--- src/rtl/ysyx_22040127_div_ctrl.sv ---
// ysyx_22040127_div_ctrl: EXU-side controller in front of the 64-bit restoring
// divider. Prepares operands for DIV/DIVU/REM/REMU and their W forms, resolves
// divide-by-zero and signed overflow locally, launches the divider with a
// one-cycle start pulse and hands the final rd value to WBU via valid/ready.
// Optional macro DIV_CTRL_REUSE_EN adds a one-entry quotient/remainder cache so
// that e.g. a REM following a DIV of the same operands skips the divider.
module ysyx_22040127_div_ctrl #(
  parameter int XLEN = 64
) (
  input  logic            clk,
  input  logic            rst,
  input  logic            in_valid,
  output logic            in_ready,
  input  logic [1:0]      in_op,
  input  logic            in_word,
  input  logic [XLEN-1:0] in_src1,
  input  logic [XLEN-1:0] in_src2,
  input  logic            flush,
  output logic            out_valid,
  input  logic            out_ready,
  output logic [XLEN-1:0] out_result,
  output logic            busy,
  output logic [XLEN-1:0] div_x,
  output logic [XLEN-1:0] div_y,
  output logic            div_s,
  output logic            div_start,
  input  logic            div_ready,
  input  logic [XLEN-1:0] div_quo,
  input  logic [XLEN-1:0] div_rem
);

  typedef enum logic [1:0] {
    S_IDLE  = 2'd0,
    S_WAIT  = 2'd1,
    S_DONE  = 2'd2,
    S_DRAIN = 2'd3
  } state_t;

  localparam logic [XLEN-1:0] MIN_NEG = {1'b1, {(XLEN-1){1'b0}}};

  state_t          r_state;
  state_t          w_state_nx;

  logic [XLEN-1:0] r_x;
  logic [XLEN-1:0] r_y;
  logic            r_s;
  logic            r_start;
  logic            r_op_rem;
  logic            r_word;
  logic [XLEN-1:0] r_result;
  logic            r_mask;
  logic [6:0]      r_mask_cnt;

  logic            w_signed;
  logic            w_accept;
  logic            w_rdy;
  logic [XLEN-1:0] w_x;
  logic [XLEN-1:0] w_y;
  logic            w_divzero;
  logic            w_ovf;
  logic            w_special;
  logic [XLEN-1:0] w_spec_quo;
  logic [XLEN-1:0] w_spec_rem;
  logic            w_hit;
  logic [XLEN-1:0] w_hit_quo;
  logic [XLEN-1:0] w_hit_rem;
  logic            w_launch;
  logic            w_load_spec;
  logic            w_load_hit;
  logic            w_load_div;
  logic [XLEN-1:0] w_fin_quo;
  logic [XLEN-1:0] w_fin_rem;
  logic            w_fin_sel_rem;
  logic            w_fin_word;
  logic [XLEN-1:0] w_fin;

  // Pick quotient or remainder; W forms always sign-extend bit 31, even unsigned ones
  function automatic logic [XLEN-1:0] f_finish(input logic [XLEN-1:0] quo,
                                               input logic [XLEN-1:0] rem,
                                               input logic            sel_rem,
                                               input logic            word);
    logic [XLEN-1:0] sel;
    sel = sel_rem ? rem : quo;
    if (word) f_finish = {{(XLEN-32){sel[31]}}, sel[31:0]};
    else      f_finish = sel;
  endfunction

  assign w_signed = ~in_op[0];
  assign w_x = in_word ? {{(XLEN-32){w_signed & in_src1[31]}}, in_src1[31:0]} : in_src1;
  assign w_y = in_word ? {{(XLEN-32){w_signed & in_src2[31]}}, in_src2[31:0]} : in_src2;

  assign in_ready = (r_state == S_IDLE) & ~flush;
  assign w_accept = in_valid & in_ready;
  assign w_rdy    = div_ready & ~r_mask;

  assign w_divzero  = (w_y == '0);
  assign w_ovf      = w_signed & (w_x == MIN_NEG) & (w_y == '1);
  assign w_special  = w_divzero | w_ovf;
  assign w_spec_quo = w_divzero ? '1 : w_x;
  assign w_spec_rem = w_divzero ? w_x : '0;

`ifdef DIV_CTRL_REUSE_EN
  logic            r_c_valid;
  logic [XLEN-1:0] r_c_x;
  logic [XLEN-1:0] r_c_y;
  logic            r_c_s;
  logic            r_c_word;
  logic [XLEN-1:0] r_c_quo;
  logic [XLEN-1:0] r_c_rem;

  // Remember the last completed divide so an identical follow-up can skip the divider
  always_ff @(posedge clk or negedge rst) begin
    if (!rst) begin
      r_c_valid <= 1'b0;
      r_c_x     <= '0;
      r_c_y     <= '0;
      r_c_s     <= 1'b0;
      r_c_word  <= 1'b0;
      r_c_quo   <= '0;
      r_c_rem   <= '0;
    end else if (w_load_div) begin
      r_c_valid <= 1'b1;
      r_c_x     <= r_x;
      r_c_y     <= r_y;
      r_c_s     <= r_s;
      r_c_word  <= r_word;
      r_c_quo   <= div_quo;
      r_c_rem   <= div_rem;
    end
  end

  assign w_hit = r_c_valid & (r_c_x == w_x) & (r_c_y == w_y) &
                 (r_c_s == w_signed) & (r_c_word == in_word);
  assign w_hit_quo = r_c_quo;
  assign w_hit_rem = r_c_rem;
`else
  assign w_hit     = 1'b0;
  assign w_hit_quo = '0;
  assign w_hit_rem = '0;
`endif

  // State register
  always_ff @(posedge clk or negedge rst) begin
    if (!rst) r_state <= S_IDLE;
    else      r_state <= w_state_nx;
  end

  // Next state and the one-cycle load/launch strobes
  always_comb begin
    w_state_nx  = r_state;
    w_launch    = 1'b0;
    w_load_spec = 1'b0;
    w_load_hit  = 1'b0;
    w_load_div  = 1'b0;
    case (r_state)
      S_IDLE: begin
        if (w_accept) begin
          if (w_special) begin
            w_load_spec = 1'b1;
            w_state_nx  = S_DONE;
          end else if (w_hit) begin
            w_load_hit = 1'b1;
            w_state_nx = S_DONE;
          end else begin
            w_launch   = 1'b1;
            w_state_nx = S_WAIT;
          end
        end
      end
      S_WAIT: begin
        if (flush) begin
          w_state_nx = w_rdy ? S_IDLE : S_DRAIN;
        end else if (w_rdy) begin
          w_load_div = 1'b1;
          w_state_nx = S_DONE;
        end
      end
      S_DRAIN: begin
        if (w_rdy) w_state_nx = S_IDLE;
      end
      S_DONE: begin
        if (flush || out_ready) w_state_nx = S_IDLE;
      end
      default: w_state_nx = S_IDLE;
    endcase
  end

  // Result source: divider output in WAIT, otherwise the local special/cached values
  always_comb begin
    w_fin_quo     = w_spec_quo;
    w_fin_rem     = w_spec_rem;
    w_fin_sel_rem = in_op[1];
    w_fin_word    = in_word;
    if (w_load_div) begin
      w_fin_quo     = div_quo;
      w_fin_rem     = div_rem;
      w_fin_sel_rem = r_op_rem;
      w_fin_word    = r_word;
    end else if (w_load_hit) begin
      w_fin_quo = w_hit_quo;
      w_fin_rem = w_hit_rem;
    end
  end

  assign w_fin = f_finish(w_fin_quo, w_fin_rem, w_fin_sel_rem, w_fin_word);

  // Operands are captured only at accept so they stay put while the divider runs
  always_ff @(posedge clk or negedge rst) begin
    if (!rst) begin
      r_x      <= '0;
      r_y      <= '0;
      r_s      <= 1'b0;
      r_op_rem <= 1'b0;
      r_word   <= 1'b0;
      r_start  <= 1'b0;
      r_result <= '0;
    end else begin
      r_start <= w_launch;
      if (w_accept) begin
        r_x      <= w_x;
        r_y      <= w_y;
        r_s      <= w_signed;
        r_op_rem <= in_op[1];
        r_word   <= in_word;
      end
      if (w_load_spec || w_load_hit || w_load_div) r_result <= w_fin;
    end
  end

  // After reset, swallow the completion of whatever the divider was still running
  always_ff @(posedge clk or negedge rst) begin
    if (!rst) begin
      r_mask     <= 1'b1;
      r_mask_cnt <= '0;
    end else if (r_mask) begin
      if (div_ready || r_mask_cnt == 7'd69) r_mask <= 1'b0;
      else                                  r_mask_cnt <= r_mask_cnt + 7'd1;
    end
  end

  assign out_valid  = (r_state == S_DONE);
  assign busy       = (r_state != S_IDLE);
  assign out_result = r_result;
  assign div_x      = r_x;
  assign div_y      = r_y;
  assign div_s      = r_s;
  assign div_start  = r_start;

endmodule
--- config.mk ---
export PLATFORM = sky130hd
export DESIGN_NAME = ysyx_22040127_div_ctrl
export DESIGN_NICKNAME = d
export VERILOG_FILES = /design/src/rtl/ysyx_22040127_div_ctrl.sv
export SDC_FILE = /design/constraint.sdc
export NUM_CORES = 1
export LEC_CHECK = 0
export ABC_AREA = 1
export CORE_AREA = 4 4 178 180
export CTS_CLUSTER_DIAMETER = 80
export DETAILED_ROUTE_END_ITERATION = 10
export DIE_AREA = 0 0 182 184
export PLACE_DENSITY = 0.74
export SLEW_MARGIN = 20
export SYNTH_ARGS = -nofsm -noshare
export SYNTH_HDL_FRONTEND = slang
export SYNTH_SLANG_ARGS = --single-unit
export TNS_END_PERCENT = 10
--- constraint.sdc ---
create_clock -name clk -period 2.8 [get_ports clk]
set_input_delay 0.56 -clock clk [delete_from_list [all_inputs] [get_ports clk]]
set_output_delay 0.56 -clock clk [all_outputs]
set_load 0.005 [all_outputs]
==> results of run 1 <==
-- path summary, 6_finish.rpt --
kind,from,slack [ns],end,cells after the start
setup reg to reg,r_state[0]$_DFFE_PN0P_,0.61,out_result[58]$_DFFE_PN0P_,13
hold / removal,div_y[51]$_DFFE_PN0P_,0.48,div_y[51]$_DFFE_PN0P_,2
setup / recovery,r_state[1]$_DFFE_PN0P_,0.23,in_ready,4
min in group asynchronous,rst,0.56,div_y[51]$_DFFE_PN0P_,2
hold reg to reg,div_y[51]$_DFFE_PN0P_,0.48,div_y[51]$_DFFE_PN0P_,2
max in group asynchronous,rst,1.47,div_x[45]$_DFFE_PN0P_,3
-- cell usage in the layout (no fill, tap or decap), drive strengths merged, types with 7 or more instances in the layout --
master / instances
a21oi: 62
buf: 123
clkbuf: 32
clkdlybuf4s50: 460
clkinv: 16
dfrtp: 205
inv: 118
nand2: 707
nand3: 133
nand3b: 20
nand4: 23
nor2: 79
nor3: 7
o2111ai: 13
o21ai: 208
-- stage by stage --
step | cell area [um^2] | instances | worst slack, ns
finish | 18420 | 2626 | 0.2338
global placement | 17640 | 2581 | -0.1737
CTS | 18420 | 2624 | 0.2133
detailed placement | 17640 | 2581 | -0.1858
global route | 18420 | 2626 | 0.1131
floorplan | 11920 | 1719 | 0.5629
-- flip-flops by register name, indices dropped and copies added, names as in the netlist --
signal      cells
r_mask_cnt      7
r_op_rem        1
div_s           1
div_y          64
div_x          64
div_start       1
r_mask          1
r_state         2
r_word          1
out_result     64
-- cells by family after synthesis --
group | after synthesis | share of synthesized area (%)
flops | 206 | 43.25
xor+xnor | 6 | 0.4408
simple gates | 971 | 34.44
compound gates | 290 | 12.71
buf+inv | 244 | 8.953
fa+ha+maj | 2 | 0.2099
-- final cells by class --
class,instances,share of cell area (%)
multi-input combinational,1269,31.09
clock inverter,10,0.5773
tap,396,2.690
sequential,206,27.99
inverter,127,2.588
clock buffer,32,3.579
timing repair buffer,584,31.46
antenna,2,0.02717
-- report_power, final --
group / internal, mW / switching (mW) / total [mW]
sequential: 4.31 / 0.887 / 5.20
combinational: 3.74 / 2.95 / 6.70
clock: 1.83 / 1.29 / 3.12
-- layer usage --
| metal | wire [um] | vias to the layer above | track usage (%) |
|---|---|---|---|
| li1 | - | 6483 | - |
| met1 | 19780 | 6296 | 35.33 |
| met2 | 24760 | 643 | 50.33 |
| met3 | 4055 | 120 | 5.619 |
| met4 | 2246 | 0 | 12.07 |
| met5 | 0 | - | 0 |
-- tightest hold or removal path: cells and delay by family, from the launching register on --
| family | cells | cell delay (ns) |
|---|---|---|
| flops | 1 | 0.34 |
| simple gates | 2 | 0.11 |
==> results.json, run 1 <==
{
  "status": "finished clean",
  "wl_per_cell_um": 19.36,
  "num_vias": 13540,
  "slew_headroom_pct": 53.08,
  "required_ns": 2.24,
  "worstSetupEndpointType": "output port",
  "grt.total_usage_pct": 28.95,
  "hpwlAfterDp_um": 38900,
  "synth_nets": 1986,
  "place_congestion": 1.018,
  "seqCellArea_mm2": 0.005156,
  "drv_cap": 0,
  "grt_overflow_total": 0,
  "period_minus_slack_ns": 2.566,
  "syn_inst": 1719,
  "ys_seq_elements": 206,
  "ys_warn_count": 0,
  "hold_viol": 0,
  "tritoncts": "built",
  "dr.pass1.iters": 5,
  "post_cts_buffers": 0,
  "grt_pass1_wl_um": 76560,
  "timing.fmax_mhz": 389.7,
  "area.growth.synth_to_final_pct": 54.52,
  "cts_buffers": 23,
  "critPathLaunchType": "flip-flop",
  "yosys-top-cells-count": "702 x nand2_1, 205 x dfrtp_1, 194 x o21ai_0",
  "final_max_slew_viol_count": 0,
  "chipHeight_um": 184,
  "routed_via_density": 5.157,
  "totalPowerFinal_mw": 15.02,
  "dieArea_mm2": 0.03349,
  "synth_top_area_share_pct": 43.03,
  "initial_utilization_pct": 39.49,
  "drive_gt1_share_pct": 8.887,
  "worst_skew_pair.late_latency_ns": 0.53,
  "finClkSkew_ns": 0.02386,
  "clockBufferDepth": 3,
  "cts_resized": 0,
  "core_area_mm2": 0.03019,
  "syn-cell-area_mm2": 0.01192,
  "async_reset_ff_share_pct": 100.0,
  "tns_ns": 0,
  "dr.first_iter.drc_count": 1150,
  "synth_area_leaders": "dfrtp_1 43%, nand2_1 22%, o21ai_0 8.1%",
  "rsz0062_at_grt": "false",
  "yosys.area.top_type": "dfrtp_1",
  "h-tree-depth": 1,
  "cp_num_buf_inv": 2,
  "synth_most_common_cell": "nand2_1",
  "port_buffers": 461,
  "ir_worst_vdd_uv": 564.4,
  "clkSlewWorstSetupHoldPaths_ns": 0.06,
  "clock_sinks": 206,
  "ys.flop_type": "dfrtp_1",
  "powerDensity_mw_per_mm2": 815.3,
  "ctsHoldBuffers": 1,
  "syn_avg_cell_area_um2": 6.935,
  "p_leak_nw": 9.112,
  "cts-root-buf": "clkbuf_16",
  "worstMarginPinSlew_ns": 0.6964,
  "io_pins": 462,
  "antenna_left": 0,
  "multi_input_area_mm2": 0.005727,
  "drc": 0,
  "finalNetCount": 2478,
  "synth-edff-count": 0,
  "cpPeakStageDelay_ns": 0.55,
  "wirelength_um": 50840,
  "hp-class": "flip-flop to flip-flop",
  "rows": 64,
  "critPathKind": "flip-flop to output port",
  "antenna_found_initial": 2,
  "crit_fanout": 4,
  "timing.final.crit_share_pct": 91.65,
  "first_global_vias": 13450,
  "ys_types": 35,
  "cp_common_cell": "nor2_1",
  "finalCoreUtilization_pct": 61.02,
  "ys_seq_area_share_pct": 43.25,
  "setup_viol": 0,
  "fillers": 2693,
  "fp.dieW_um": 182,
  "grt_max_degree": 113,
  "hold_ws_ns": 0.4797,
  "path_cells": "nor2_1 -> inv_1 -> nor2_1 -> clkdlybuf4s50_1",
  "cp_data_arrival_time_ns": 2.01,
  "slowest_stage": "clkdlybuf4s50_1",
  "critical_path.top_delay_family": "buffers and inverters"
}
Note: power is estimated with default switching activity, not from simulation.
==> inputs of run 2 (changes only) <==
--- a/config.mk
+++ b/config.mk
@@ -6,11 +6,14 @@
 export NUM_CORES = 1
 export LEC_CHECK = 0
 export ABC_AREA = 1
-export CORE_AREA = 4 4 178 180
+export CELL_PAD_IN_SITES_DETAIL_PLACEMENT = 1
+export CELL_PAD_IN_SITES_GLOBAL_PLACEMENT = 1
+export CORE_MARGIN = 4
+export CORE_UTILIZATION = 31
 export CTS_CLUSTER_DIAMETER = 80
 export DETAILED_ROUTE_END_ITERATION = 10
-export DIE_AREA = 0 0 182 184
-export PLACE_DENSITY = 0.74
+export PLACE_DENSITY_LB_ADDON = 0.1
+export SETUP_SLACK_MARGIN = 0.5
 export SLEW_MARGIN = 20
 export SYNTH_ARGS = -nofsm -noshare
 export SYNTH_HDL_FRONTEND = slang
==> run 2 against run 1 <==
Cell count is 6.6% higher. Die area grew 24%. Clock skew down 0.0097 ns. Via count rose by 2.6%. Sequential share of layout area shrank 1.5 points. Wire length increased by 17%. Critical path depth stayed put. Fmax grew 12%. Hold slack got worse by 0.46 ns. Clock-buffer cell count increased by 4. Worst setup slack improved by 0.27 ns.
==> results.json, run 2 (same netlist as run 1, synthesis figures left out) <==
{
  "port_buffers": 461,
  "chipHeight_um": 204.1,
  "period_minus_slack_ns": 2.295,
  "dp.cells": 2717,
  "wl_met2_um": 29280,
  "core_area_mm2": 0.03784,
  "wirelength_met1_um": 22940,
  "tritoncts": "built",
  "seqCellArea_mm2": 0.005157,
  "status": "finished clean",
  "dr.first_iter.drc_count": 715,
  "grt_pass1_wl_um": 88040,
  "first_global_vias": 14910,
  "setup_viol": 0,
  "timing.fmax_mhz": 435.8,
  "final_max_slew_viol_count": 0,
  "fillers": 4703,
  "io_pins": 462,
  "layout_common_cells": "696 x nand2_1, 429 x clkdlybuf4s50_1, 204 x dfrtp_1",
  "drc": 0,
  "drv_cap": 0,
  "slowest_stage": "clkdlybuf4s50_1",
  "clock_sinks": 206,
  "powerDensity_mw_per_mm2": 832.3,
  "clockBufferDepth": 3,
  "cts-root-buf": "clkbuf_16",
  "worstSetupEndpointType": "output port",
  "routed-wl-met3_um": 4361,
  "worstMarginPinSlew_ns": 0.7850,
  "antenna_found_initial": 13,
  "timing.final.crit_share_pct": 81.95,
  "cp_data_arrival_time_ns": 1.73,
  "cp_num_buf_inv": 3,
  "p_leak_nw": 9.793,
  "slew_headroom_pct": 47.66,
  "area.growth.synth_to_final_pct": 63.21,
  "multi_input_area_mm2": 0.005856,
  "clkSlewWorstSetupHoldPaths_ns": 0.06,
  "finClkSkew_ns": 0.01416,
  "finalNetCount": 2530,
  "crit_fanout": 3,
  "worst_skew_pair.late_latency_ns": 0.55,
  "grt_overflow_total": 0,
  "tns_ns": 0,
  "drive_gt1_share_pct": 12.98,
  "ir_worst_vdd_uv": 466.8,
  "hpwlAfterDp_um": 44760,
  "final_common_cell": "nand2_1",
  "wl_per_cell_um": 21.23,
  "post-route-cell-area_mm2": 0.01946,
  "cpPeakStageDelay_ns": 0.45,
  "grt_max_degree": 127,
  "critPathKind": "flip-flop to output port",
  "totalPowerFinal_mw": 16.19,
  "rsz0062_at_grt": "true",
  "num_vias": 13900,
  "dr.pass1.iters": 5,
  "routed_via_density": 4.966,
  "required_ns": 2.24,
  "cts_buffers": 27,
  "initial_utilization_pct": 31.50,
  "antenna_left": 0,
  "hp-class": "input port to async pin",
  "grt.total_usage_pct": 27.18,
  "path_cells": "buf_4 -> nor2_4 -> inv_2 -> clkdlybuf4s50_1",
  "place_congestion": 0.9169,
  "hold_viol": 0,
  "critical_path.top_delay_family": "buffers and inverters",
  "rrSetupSlack_ns": 0.61,
  "instances_no_fill": 2799,
  "h-tree-depth": 1,
  "routed.top_layer": "met5",
  "fp.dieW_um": 204.1,
  "critPathLaunchType": "flip-flop",
  "rows": 71,
  "postPlaceCellArea_mm2": 0.01795,
  "wirelength_um": 59430,
  "dieArea_mm2": 0.04166
}
-- run 2: final timing paths --
kind,start,endpoint,cells past startpoint
hold / removal,rst,div_y[13]$_DFFE_PN0P_,1
min in group clk,in_src2[24],div_y[24]$_DFFE_PN0P_,3
setup / recovery,r_state[0]$_DFFE_PN0P_,busy,4
max in group asynchronous,rst,r_mask$_DFF_PN1_,2
hold reg to reg,r_mask_cnt[5]$_DFFE_PN0P_,r_mask_cnt[5]$_DFFE_PN0P_,1
setup reg to reg,r_state[0]$_DFFE_PN0P_,out_result[9]$_DFFE_PN0P_,14
-- run 2: final cells by class --
cell class / instances / share of cell area, %
Antenna cell: 7 / 0.09003
Clock inverter: 11 / 1.074
Inverter: 127 / 2.514
Multi-Input combinational cell: 1269 / 30.09
Sequential cell: 206 / 26.51
Tap cell: 511 / 3.286
Clock buffer: 36 / 3.852
Timing Repair Buffer: 632 / 32.58
-- run 2: timing repair --
action / CTS / global route
setup buffers: 8 / 15
setup endpoints to repair: 67 / 67
pin swaps: 3 / 24
cloned: 3 / 2
resized for setup: 25 / 74
hold buffers: 0 / 0
-- run 2: worst register-to-register path, delay by kind of cell (launching register included) --
kind | cells | cell delay [ns]
compound gates | 1 | 0.17
simple gates | 6 | 0.60
buf+inv | 7 | 0.95
flops | 1 | 0.35
-- run 2: routing by layer --
| layer | up-vias | GRT usage (%) |
|---|---|---|
| met5 | - | 0 |
| met4 | 10 | 11.06 |
| met3 | 126 | 7.410 |
| met2 | 434 | 47.89 |
| met1 | 6717 | 31.23 |
| li1 | 6613 | - |
-- run 2: per-stage QoR --
step / setup slack, ns / hold WS [ns] / util (%)
2_1_floorplan: 0.5629 / 0.2644 / -
4_1_cts: 0.4216 / 0.05695 / 50.53
6_report: 0.5055 / 0.02145 / 51.42
5_1_grt: 0.4054 / 0.06312 / 51.38
3_3_place_gp: -0.1932 / 0.4595 / 47.44
3_5_place_dp: -0.2903 / 0.4570 / 47.44
-- run 2: where the power goes --
| group | switching (mW) | internal (mW) |
|---|---|---|
| clock network | 1.40 | 2.41 |
| registers | 0.888 | 4.32 |
| logic | 3.27 | 3.91 |
| total | 5.56 | 10.6 |
==> patch 1: new RTL, settings of run 1 <==
`XLEN`: 64 -> 60.
--- a/src/rtl/ysyx_22040127_div_ctrl.sv
+++ b/src/rtl/ysyx_22040127_div_ctrl.sv
@@ -7,3 +7,3 @@
 module ysyx_22040127_div_ctrl #(
-  parameter int XLEN = 64
+  parameter int XLEN = 60
 ) (
Ports: changed (7 resized); port bits go from 462 to 434. The function was not compared with the original's and may differ.
==> patch 1 against run 1 <==
Via count decreased by 8.2%; sequential power down 6.7%; sequential cell count fell by 12; non-clock buffer count decreased by 45; area after synthesis is 8.6% lower; wire length shrank 11%; cell area fell by 8.0%; worst setup slack worse by 0.051 ns; total power shrank 8.4%; synthesized cell count decreased by 8.7%; die area unchanged; largest cell class unchanged.
==> patch 1: results (changes against run 1) <==
* Synth Area in Compound Gates at 0.106 (was 0.127)
* Outcome: completed (unchanged)
* Hold/Removal Path Class: in2async (was reg2reg)
* Cts bufs inserted at 17 (was 23)
* CTS max path bufs at 2 (was 3)
* IO buf count at 433 (was 461)
* Met1 Use GR at 0.322 (was 0.353)
* Post-synthesis cell type count at 38 (was 35)
* Synthesized-area fraction occupied by adder cells at 0.00230 (was 0.00210)
* Area post-placement at 16,300 um^2 (was 17,600 um^2)
* Largest net degree at the start of global routing at 67 (was 113)
* Routed wl met2 at 21.7 mm (was 24.8 mm)
* Met3 WL post-DR at 3.87 mm (was 4.06 mm)
* Total iterations of the first detailed-routing run at 6 (was 5)
* Met2 Use GR at 0.442 (was 0.503)
* Antenna diodes at 0 (was 2)
* # H-tree levels at 4 (was 1)
* Synthesized Nets at 1,821 (was 1,986)
* Max stage delay on crit path at 0.49 ns (was 0.55 ns)
* Detail Placement HPWL at 34.1 mm (was 38.9 mm)
* Max VDD drop at 546 uV (was 564 uV)
* Ys flop type: dfrtp_1 (unchanged)
* Routed via count at 12,400 (was 13,500)
* M1 wire length at 17.9 mm (was 19.8 mm)
* Synth area leaders: dfrtp_1, nand2_1, o21ai_0 (unchanged)
* Drt total wl at 45.2 mm (was 50.8 mm)
* Nets at 2,277 (was 2,478)
* Worst Path Max Fanout at 25 (was 4)
* Slew @ Worst Pin at 0.551 ns (was 0.696 ns)
* Sequential area share after synthesis at 0.446 (was 0.433)
* Clock latency on the worst-skew pair at 0.45 ns (was 0.53 ns)
* Initial antenna violation count at 1 (was 2)
* Reg clk slew, reported paths at 0.07 ns
* Max Used Layer: met5 (was met4)
* XOR/XNOR share of the synthesized area at 0.00482 (was 0.00441)
* Leak pwr at 8.33 nW (was 9.11 nW)
* Skew final at 0.0163 ns (was 0.0239 ns)
* First-pass GRT wire length at 69.2 mm (was 76.6 mm)
* Starting DRT DRC Count at 1,066 (was 1,150)
* RD Place Congestion at 0.993 (was 1.02)
* Mux contribution to synthesized area at 0 (unchanged)
* Synth cell count leaders: nand2_1, dfrtp_1, o21ai_0, nand3_1, nor2_1 (was nand2_1, dfrtp_1, o21ai_0, inv_1, nand3_1)
* Critical Path AT at 2.99 ns (was 2.01 ns)
* Fraction of layout cells with a size suffix above 1 at 0.0781 (was 0.0889)
* Gr usage total at 0.260 (was 0.290)
* Met3 Track Usage GR at 0.0609 (was 0.0562)
patch 1: path summary, 6_finish.rpt:
check	slack, ns	depth (start not counted)	end	startpoint
worst max-delay path	0.18	15	out_result[36]$_DFFE_PN0P_	in_src2[11]
worst min-delay path	0.06	1	div_x[40]$_DFFE_PN0P_	rst
worst max register to register	0.61	12	out_result[36]$_DFFE_PN0P_	r_mask$_DFF_PN1_
worst min register to register	0.47	1	r_mask_cnt[5]$_DFFE_PN0P_	r_mask_cnt[5]$_DFFE_PN0P_
max in group asynchronous	1.92	2	r_mask$_DFF_PN1_	rst
min in group clk	0.47	1	r_mask_cnt[5]$_DFFE_PN0P_	r_mask_cnt[5]$_DFFE_PN0P_
patch 1: timing repair:
item	CTS	global route
hold buffers	0	0
resized for setup	0	4
endpoints found under the setup margin	0	44
patch 1: power by group:
part | switching (mW) | total (mW) | internal, mW
Clock | 1.16 | 2.66 | 1.50
Combinational | 2.72 | 6.25 | 3.53
Sequential | 0.777 | 4.85 | 4.07
Total | 4.66 | 13.8 | 9.11
patch 1: final cells by class:
type / count / area, um^2
Clock buffer: 19 / 433
Fill cell: 2789 / 13200
Tap cell: 396 / 495
Timing Repair Buffer: 539 / 5380
Inverter: 90 / 338
Multi-Input combinational cell: 1184 / 5260
Clock inverter: 11 / 179
Sequential cell: 194 / 4860
patch 1: metrics by stage:
stage	power, mW	worst slack, ns	cells	setup TNS [ns]
after floorplan	7.01	0.664	1570	0
after global placement	11.0	-0.318	2401	-17.20
after detailed placement	11.1	-0.328	2401	-17.72
after CTS	13.8	0.111	2431	0
after global routing	14.7	0.0227	2433	0
final	13.8	0.183	2433	0
patch 1: worst max-delay path: cells and delay by family:
kind	cells	cell delay, ns
simple gates	12	1.56
buf+inv	3	0.85
==> patch 2: new RTL, settings of run 1 <==
Without the edit above. Re-encode `state_t` (4 states) as one-hot, 4 bits wide.
--- a/src/rtl/ysyx_22040127_div_ctrl.sv
+++ b/src/rtl/ysyx_22040127_div_ctrl.sv
@@ -31,7 +31,7 @@
 
-  typedef enum logic [1:0] {
-    S_IDLE  = 2'd0,
-    S_WAIT  = 2'd1,
-    S_DONE  = 2'd2,
-    S_DRAIN = 2'd3
+  typedef enum logic [3:0] {
+    S_IDLE  = 4'b0001,
+    S_WAIT  = 4'b0010,
+    S_DONE  = 4'b0100,
+    S_DRAIN = 4'b1000
   } state_t;
Check against the original RTL: same outputs for any inputs over 4 cycles, from zero or initial values and one cycle with rst low; so few cycles prove little.
==> patch 2 against run 1 <==
Area after synthesis shrank 5.8%; fmax is 2.0% lower; cell area shrank 2.9%; wire length decreased by 8.6%; core utilization fell by 1.8 points; first-iteration DRC count fell by 14%; synthesized cell count decreased by 8.9%; global-route usage is 2.3 points lower; combinational power shrank 12%; total power down 4.5%; count of clock-buffer cells in the layout up 6; sequential cell count grew 2; sequential power down 2%; worst setup slack worse by 0.051 ns; largest cell class unchanged; largest power group unchanged; highest routed layer unchanged.
==> patch 2: results (changes against run 1) <==
* Outcome: completed (unchanged)
* Critical Path AT at 3.07 ns (was 2.01 ns)
* Dpl cells at 2,440 (was 2,581)
* Met1 Use GR at 0.336 (was 0.353)
* Hold depth at 1 (was 2)
* Initial antenna violation count at 3 (was 2)
* Starting DRT DRC Count at 994 (was 1,150)
* Met2 Use GR at 0.443 (was 0.503)
* Synthesized area per cell at 7.17 um^2 (was 6.94 um^2)
* Met3 Track Usage GR at 0.0651 (was 0.0562)
* Post-DR wirelength/cell at 18.7 um (was 19.4 um)
* Met3 WL post-DR at 4.13 mm (was 4.06 mm)
* Critical path startpoint: in_src1[18] (was r_state[1]$_DFFE_PN0P_)
* Reg power frac at 0.356 (was 0.346)
* XOR/XNOR share of the synthesized area at 0.00468 (was 0.00441)
* Fillers at 2,727 (was 2,693)
* Synth cell count leaders: nand2_1, dfrtp_1, o21ai_0, nand3_1, inv_1 (was nand2_1, dfrtp_1, o21ai_0, inv_1, nand3_1)
* Nets at 2,338 (was 2,478)
* Worst Path Max Fanout at 29 (was 4)
* Skew final at 0.0117 ns (was 0.0239 ns)
* Detail Placement HPWL at 36.3 mm (was 38.9 mm)
* Combinational power at 5.89 mW (was 6.70 mW)
* Routed wl met2 at 21.8 mm (was 24.8 mm)
* Synth Area in Compound Gates at 0.131 (was 0.127)
* First-pass GRT wire length at 70.5 mm (was 76.6 mm)
* FF-to-FF Start: r_state[2]$_DFFE_PN0P_ (was r_state[0]$_DFFE_PN0P_)
* Fraction of layout cells with a size suffix above 1 at 0.0838 (was 0.0889)
-- patch 2: metrics by stage --
stage	util	setup slack, ns	hold WS, ns	area (um^2)
finish	0.593	0.182	0.475	17900
global route	0.593	0.0213	0.501	17900
CTS	0.592	0.0367	0.471	17900
detailed placement	0.564	-0.348	0.461	17000
global placement	0.564	-0.326	0.459	17000
floorplan	-	0.632	0.264	11200
-- patch 2: worst max-delay path, cell delays in order --
cell and delay [ns]:
clkdlybuf4s50_1 0.45, nor4_1 0.47, buf_4 0.19, nand2_1 0.06
nor2_1 0.28, nand3_1 0.13, nor2_1 0.12, nand2_1 0.08
nand2_1 0.10, nand2_2 0.14, nand2_4 0.14, buf_12 0.18
nand2_1 0.08, nand2_1 0.06
-- patch 2: area by class of cell --
cell class | instances | area share
diodes | 3 | 0.000420
clock buffers | 38 | 0.0416
clock inverters | 6 | 0.00608
inverters | 129 | 0.0271
multi-input cells | 1125 | 0.282
flip-flops and latches | 208 | 0.291
well taps | 396 | 0.0277
repair buffers | 583 | 0.324
